## src/rtl/arf_access_sequencer.sv

```systemverilog
// Control sequencer for address-register-file memory commands (FETCH/PUSH/POP/LOAD_AR).
// Moore FSM with a bounded MemReady wait; the state is exposed on o_state for checkers.
module arf_access_sequencer #(
  parameter int TIMEOUT = 16
) (
  input  logic       i_clk,
  input  logic       i_rst,
  input  logic       i_start,
  input  logic [1:0] i_op,
  input  logic       i_mem_ready,
  output logic [2:0] o_fun_sel,
  output logic [2:0] o_reg_sel,
  output logic [1:0] o_out_c_sel,
  output logic [1:0] o_out_d_sel,
  output logic       o_mem_read,
  output logic       o_mem_write,
  output logic       o_busy,
  output logic       o_done,
  output logic       o_timeout,
  output logic [2:0] o_state
);

  localparam logic [1:0] OP_FETCH = 2'b00;
  localparam logic [1:0] OP_PUSH  = 2'b01;
  localparam logic [1:0] OP_POP   = 2'b10;
  localparam logic [1:0] OP_LOAD  = 2'b11;

  localparam int CW = (TIMEOUT > 1) ? $clog2(TIMEOUT) : 1;
  localparam logic [CW-1:0] LIMIT = CW'(TIMEOUT - 1);

  typedef enum logic [2:0] {
    S_IDLE = 3'd0,
    S_PRE  = 3'd1,
    S_MEM  = 3'd2,
    S_POST = 3'd3,
    S_DONE = 3'd4,
    S_ERR  = 3'd5
  } state_t;

  state_t          r_state;
  state_t          w_next;
  logic [1:0]      r_op;
  logic [CW-1:0]   r_cnt;

  always_ff @(posedge i_clk or posedge i_rst) begin
    if (i_rst) r_state <= S_IDLE;
    else       r_state <= w_next;
  end

  // Op is latched only on acceptance; the wait counter runs only while in MEM.
  always_ff @(posedge i_clk or posedge i_rst) begin
    if (i_rst) begin
      r_op  <= OP_FETCH;
      r_cnt <= '0;
    end else begin
      if (r_state == S_IDLE && i_start) r_op <= i_op;
      if (r_state != S_MEM)             r_cnt <= '0;
      else if (!i_mem_ready)            r_cnt <= r_cnt + CW'(1);
    end
  end

  always_comb begin
    w_next = r_state;
    case (r_state)
      S_IDLE: begin
        if (i_start) begin
          case (i_op)
            OP_POP:  w_next = S_PRE;
            OP_LOAD: w_next = S_POST;
            default: w_next = S_MEM;
          endcase
        end
      end
      S_PRE:  w_next = S_MEM;
      // MemReady wins over the timeout when both land on the same cycle.
      S_MEM: begin
        if (i_mem_ready)         w_next = (r_op == OP_POP) ? S_DONE : S_POST;
        else if (r_cnt == LIMIT) w_next = S_ERR;
      end
      S_POST: w_next = S_DONE;
      S_DONE: w_next = S_IDLE;
      S_ERR:  w_next = S_IDLE;
      default: w_next = S_IDLE;
    endcase
  end

  always_comb begin
    o_fun_sel   = 3'b000;
    o_reg_sel   = 3'b111;
    o_out_c_sel = 2'b00;
    o_out_d_sel = 2'b00;
    o_mem_read  = 1'b0;
    o_mem_write = 1'b0;
    o_done      = 1'b0;
    o_timeout   = 1'b0;
    o_busy      = (r_state != S_IDLE);
    o_state     = r_state;
    case (r_state)
      S_PRE: begin
        o_reg_sel = 3'b110;
        o_fun_sel = 3'b001;
      end
      S_MEM: begin
        case (r_op)
          OP_PUSH: begin
            o_out_d_sel = 2'b11;
            o_mem_write = 1'b1;
          end
          OP_POP: begin
            o_out_d_sel = 2'b11;
            o_mem_read  = 1'b1;
          end
          default: o_mem_read = 1'b1;
        endcase
      end
      S_POST: begin
        case (r_op)
          OP_FETCH: begin
            o_reg_sel = 3'b011;
            o_fun_sel = 3'b001;
          end
          OP_PUSH: begin
            o_reg_sel = 3'b110;
            o_fun_sel = 3'b000;
          end
          OP_LOAD: begin
            o_reg_sel = 3'b101;
            o_fun_sel = 3'b010;
          end
          default: ;
        endcase
      end
      S_DONE: o_done    = 1'b1;
      S_ERR:  o_timeout = 1'b1;
      default: ;
    endcase
  end

endmodule

```

## config.mk

```make
export PLATFORM = sky130hd
export DESIGN_NAME = arf_access_sequencer
export DESIGN_NICKNAME = d
export VERILOG_FILES = /design/src/rtl/arf_access_sequencer.sv
export SDC_FILE = /design/constraint.sdc
export NUM_CORES = 1
export LEC_CHECK = 0
export CAP_MARGIN = 5
export CORE_MARGIN = 1.5
export CORE_UTILIZATION = 30
export CTS_CLUSTER_SIZE = 40
export DETAILED_ROUTE_END_ITERATION = 7
export DONT_BUFFER_PORTS = 1
export PLACE_DENSITY = 0.41
export SLEW_MARGIN = 20
export SYNTH_ARGS = -nofsm -noshare
export SYNTH_HDL_FRONTEND = slang
export SYNTH_SLANG_ARGS = --single-unit
```

## constraint.sdc

```tcl
create_clock -name i_clk -period 1.9 [get_ports i_clk]
set_input_delay 0.57 -clock i_clk [delete_from_list [all_inputs] [get_ports i_clk]]
set_output_delay 0.57 -clock i_clk [all_outputs]
set_load 0.05 [all_outputs]
```

## Word level (Yosys, flattened, before mapping)

Index checks and enable logic that the tools add are counted.

| word-level totals | value |
|---|---|
| flip-flop bits (word level) | 9 |
| bits of input ports | 6 |
| output and inout bits | 18 |

| cells by class | value |
|---|---|
| $add $sub $neg | 1 |
| eq/ne operators | 15 |
| multiplexer cells | 20 |
| reduce and logical (&&, ||, !) cells | 6 |

Operator list:

| kind | count |
|---|---|
| two-way mux 3 bit | 4 |
| case mux 2 bit (2 select lines) | 3 |
| case mux 3 bit (4 select lines) | 1 |
| case mux 3 bit (3 select lines) | 1 |
| equality test 2 bit, second input constant | 4 |
| two-way mux 4 bit | 2 |
| equality test 3 x 2 -> 1 bit, second input constant | 2 |
| equality test 3 bit, second input constant | 2 |
| two-way mux 1 bit | 6 |
| case mux 3 bit (2 select lines) | 1 |
| adder 4 x 1 -> 4 bit, second input constant | 1 |
| equality test 4 bit, second input constant | 1 |
| two-way mux 2 bit | 2 |
| equality test 3 x 1 -> 1 bit, second input constant | 1 |
| logical NOT 3 bit | 1 |
| != test 3 x 2 -> 1 bit, second input constant | 1 |
| != test 3 bit, second input constant | 1 |
| nonzero test 3 bit | 1 |
| equality test 2 x 1 -> 1 bit, second input constant | 1 |
| logical NOT 2 bit | 1 |
| != test 2 x 1 -> 1 bit, second input constant | 1 |
| != test 2 bit, second input constant | 1 |
| AND reduction 2 bit | 1 |
| OR reduction 2 bit | 1 |
| logical AND 1 bit | 1 |

## Longest topological paths before layout

| depth | value |
|---|---|
| depth in word-level cells | 4 |
| mapped depth | 5 |

## Least setup slack after synthesis

Ideal clock, no wire load.

| path | value |
|---|---|
| path kind | reg2out |
| start | register r_state[2], in the netlist o_state[2] |
| end | output o_done |
| arrival | 2.037 ns |
| setup slack | -0.707 ns |
| cell stages (with the launch flop) | 2 |
| path buffers | 0 |
| cells stage by stage | dfrtp_1 > nor3b_1 |

| on the way | value |
|---|---|
| longest elaborated chain between the ends | 2 |

Ends and longest elaborated chain:

| what | line | source |
|---|---|---|
| start, declared | 40 | `state_t r_state;` |
| start signal, assigned | 47 | `else r_state <= w_next;` |
| equality test 3 bit | 98 | `case (r_state)` |
| two-way mux 1 bit | 98 |  |
| end, declared | 18 | `output logic o_done,` |

No other way between the ends.

## Worst setup path after layout

| path | value |
|---|---|
| start | register r_op[1] |
| end | output o_out_d_sel[1] |

| on the way | value |
|---|---|
| longest elaborated chain between the ends | 4 |
| elaborated cells on any way between the ends | 5 |
| classes of those cells | eq/ne: 2; mux: 2; reduce/logical: 1 |

Ends and longest elaborated chain:

| what | line | source |
|---|---|---|
| start, declared | 42 | `logic [1:0] r_op;` |
| start signal, assigned | 56 | `if (r_state == S_IDLE && i_start) r_op <= i_op;` |
| equality test 2 bit / equality test 2 x 1 -> 1 bit (equally long branches) | 104 | `case (r_op)` |
| OR reduction 2 bit (no line) (*) | -- |  |
| two-way mux 2 bit (*) | 104 |  |
| two-way mux 2 bit (*) | 98 |  |
| end, declared | 14 | `output logic [1:0] o_out_d_sel,` |

Every way passes the cells marked *; elsewhere a longest branch is shown, timed or not.

==> impl_summary.md <==
Timing
The final setup violation count is 3. The number of hold violations in the final report is 0. Derived from the worst setup path, the maximum achievable clock frequency is roughly 520 MHz. Setup repair after global routing could not meet its margin everywhere. Hold timing on the final database bottoms out at a slack of between 0.15 and 0.2 ns. In the finished design, the share of the clock period the worst path needs comes to 1.01. For the final database, setup skew stands at around 0.0003 ns. The post-route worst setup slack is -0.0109 ns. The routed design could run at a clock period as short as between 1.5 and 2 ns. The number of slew-limit violations in the final report is 0.

Synthesis
The synthesized netlist occupies a cell area of roughly 670 um^2. Yosys attributes the largest share of cell area to sky130_fd_sc_hd__dfrtp_1, sky130_fd_sc_hd__ha_1, sky130_fd_sc_hd__buf_4, sky130_fd_sc_hd__nand4b_4, sky130_fd_sc_hd__nor4b_4. The synthesized instance count is 68. During synthesis, Yosys emitted a total of 0 warnings. Of the total synthesized cell area, the portion taken by XOR and XNOR cells is 0.0391. The register area share after synthesis is 0.335. The main combinational cell family by area after synthesis is simple AND/OR/NAND/NOR gates.

The most used flip-flop cell after synthesis is sky130_fd_sc_hd__dfrtp_1. Sorting the synthesized cells by how often they occur yields sky130_fd_sc_hd__dfrtp_1, sky130_fd_sc_hd__ha_1, sky130_fd_sc_hd__nor2_1. Of the post-synthesis cell area, the dominant cell type holds 0.335. Of all flip-flops after synthesis, the portion carrying an async set or reset was 1.00. The count of state elements after synthesis is 9. In this run the mean area of a mapped cell was a little under 10 um^2. The most numerous cell in the Yosys netlist is sky130_fd_sc_hd__dfrtp_1. The synthesized-area fraction occupied by ao, oa, aoi and oai cells is 0.0968. The synthesized design contains 0 enable-type register cells.

The post-synthesis cell type count is 29. The mux share of post-synthesis cell area is 0.0149. The simple-gate share of the synthesized area is 0.263.

The top cell type by total area after synthesis is sky130_fd_sc_hd__dfrtp_1. The synthesized-area fraction occupied by adder cells is 0.149.

Clocking
Clock-pin slew was measured on the worst setup and hold paths at 0.06 ns. The library cell used as clock root buffer is sky130_fd_sc_hd__clkbuf_4. The number of buffers created by CTS is 3. In this run the number of H-tree levels came out at 1.

No sink is reached through more buffers than the 2 on the longest clock path. In this run, post-CTS hold repair placed 0 buffers. The clock latency reported for the late side of the worst-skew pair is between 0.2 and 0.3 ns. TritonCTS built the clock tree. For this design, the sink count on the clock tree is 9.

Floorplanning
The chip height is approximately 50 um. The core box area is approximately 2000 um^2. The initial utilization of the core area, before any placement, comes to 0.329. The area enclosed by the die boundary is ~2500 um^2. The die is slightly above 50 um wide. Pin placement for this block handled 24 I/O pins. The standard-cell row count is 16.

Route
For this block, the initial DRC count from the detailed router was 2. The length of the first detailed-routing pass in iterations is 3. The detail route stage leaves a number of antenna-violating nets equal to 0. Dividing the detail-routed via count by the number of cells gives between 4 and 5. Summing over every cut layer, the via total after detailed routing is about 540.

The routed length per placed instance is between 10 and 15 um. The routed design has around 1.5 mm of wire. After detailed routing, the number of remaining DRC violations is 0.

Worst setup path
Data on the critical path arrives at its endpoint at 1.34 ns. The type of element launching the critical path is a flip-flop. STA classifies the critical path endpoint as an output pin.

The critical path class is flip-flop to output pin. The maximum fanout encountered on the critical timing path is 4. At the worst endpoint, the required time is around 1.3 ns.

Place
The number of port buffers is 0. The worst slack at placement is ~0.12 ns. The HPWL after detailed placement is ~1.1 mm. The weighted congestion at the end of routability-driven global placement is between 0.7 and 0.8.

Cells and area
The number of antenna diodes in the final layout is 0. The share of the core filled with cells in the final layout is 0.501. The proportion of layout cells with a drive suffix above 1 is 0.517. The layout overhead on the synthesized area is 52.1%. The net count of the finished layout is 102.

Hold path
The type of the worst min-delay path is input pin to async pin.

Global routing
The via count of the first global-routing pass was 532. For this run, the total global-route usage over all layers was measured as 0.129. The initial antenna violation count was 0. The first global-routing pass estimated 2.44 mm of wire. The total overflow left after global routing is 0.

The largest net degree at the start of global routing is 10.

Run status
The flow ran to the end, but the final reports show violations. The final reports fail on setup timing.

Flow run
Max-cap violations in this run came to 0.
## stage by stage
stage,TNS (ns),instance area (um^2),instances
2_1_floorplan,0,712,70
3_3_place_gp,0,872,104
3_5_place_dp,0,872,104
4_1_cts,0,966,113
5_1_grt,-0.234,1020,114
6_report,-0.0273,1020,114
## worst max-delay path, stage by stage, from the launching register on
cell                      delay, ns
sky130_fd_sc_hd__dfrtp_1       0.36
sky130_fd_sc_hd__inv_2         0.08
sky130_fd_sc_hd__ha_4          0.26
sky130_fd_sc_hd__and3_4        0.38
## worst paths after layout
check / start / cells past startpoint / endpoint / slack [ns]
max: r_op[1] / 3 / o_out_d_sel[1] / -0.01
max in group asynchronous: i_rst / 1 / o_state[1] / 1.46
min reg2reg: r_cnt[1] / 2 / r_cnt[1] / 0.55
min: i_rst / 1 / r_cnt[2] / 0.16
max reg2reg: o_state[0] / 5 / r_op[0] / 0.51
min in group i_clk: i_op[1] / 2 / r_op[1] / 0.42
## layout by cell type (no fill, tap or decap), drive strengths merged
cell type	synthesis	layout
o21a	1	1
and3	4	4
nand3	2	2
nand2	4	4
nor2	6	6
mux2i	1	1
xnor2	1	1
inv	5	5
nor2b	2	2
buf	6	19
a211oi	1	1
a21oi	4	4
nor3b	1	1
nor4b	1	1
nand4b	2	2
dfrtp	9	9
nand2b	1	1
xor2	2	2
o21ai	3	3
clkbuf	0	4
nor3	1	1
and2b	1	1
a2111oi	1	1
ha	8	8
conb	1	3
## area by class of cell
class / instances / area (um^2)
Multi-Input combinational cell: 50 / 473
Fill cell: 200 / 1020
Timing Repair Buffer: 19 / 241
Tap cell: 27 / 33.8
Clock buffer: 4 / 26.3
Inverter: 5 / 18.8
Sequential cell: 9 / 229
## cells by family after synthesis
kind of cell               count (synthesis)
DFF                                        9
buffers and inverters                     11
and+or+nand+nor                           25
adders and majority gates                  8
xor gates and xnor gates                   3
other                                      1
muxes                                      1
AOI/OAI and AO/OA                         10
## state kept, by name, summed over array words and instances (netlist names)
signal / count
r_op: 2
r_cnt: 4
o_state: 3
## timing repair
action / in CTS / in global routing
pin swaps: 2 / 2
hold endpoints to repair: 0 / 0
setup buffers: 5 / 1
endpoints found under the setup margin: 6 / 10
gates resized for setup: 8 / 12
## routing by layer
| metal | track usage | wire [um] | vias to the layer above | share of wire |
|---|---|---|---|---|
| li1 | - | - | 261 | - |
| met1 | 0.147 | 645 | 259 | 0.43 |
| met2 | 0.217 | 736 | 15 | 0.50 |
| met3 | 0.0565 | 87 | 2 | 0.059 |
| met4 | 0.0405 | 17 | 0 | 0.011 |
| met5 | 0 | 0 | - | 0 |
Power is not shown: default switching activity piles up to over one toggle a cycle in this logic, so the estimate is an artifact.
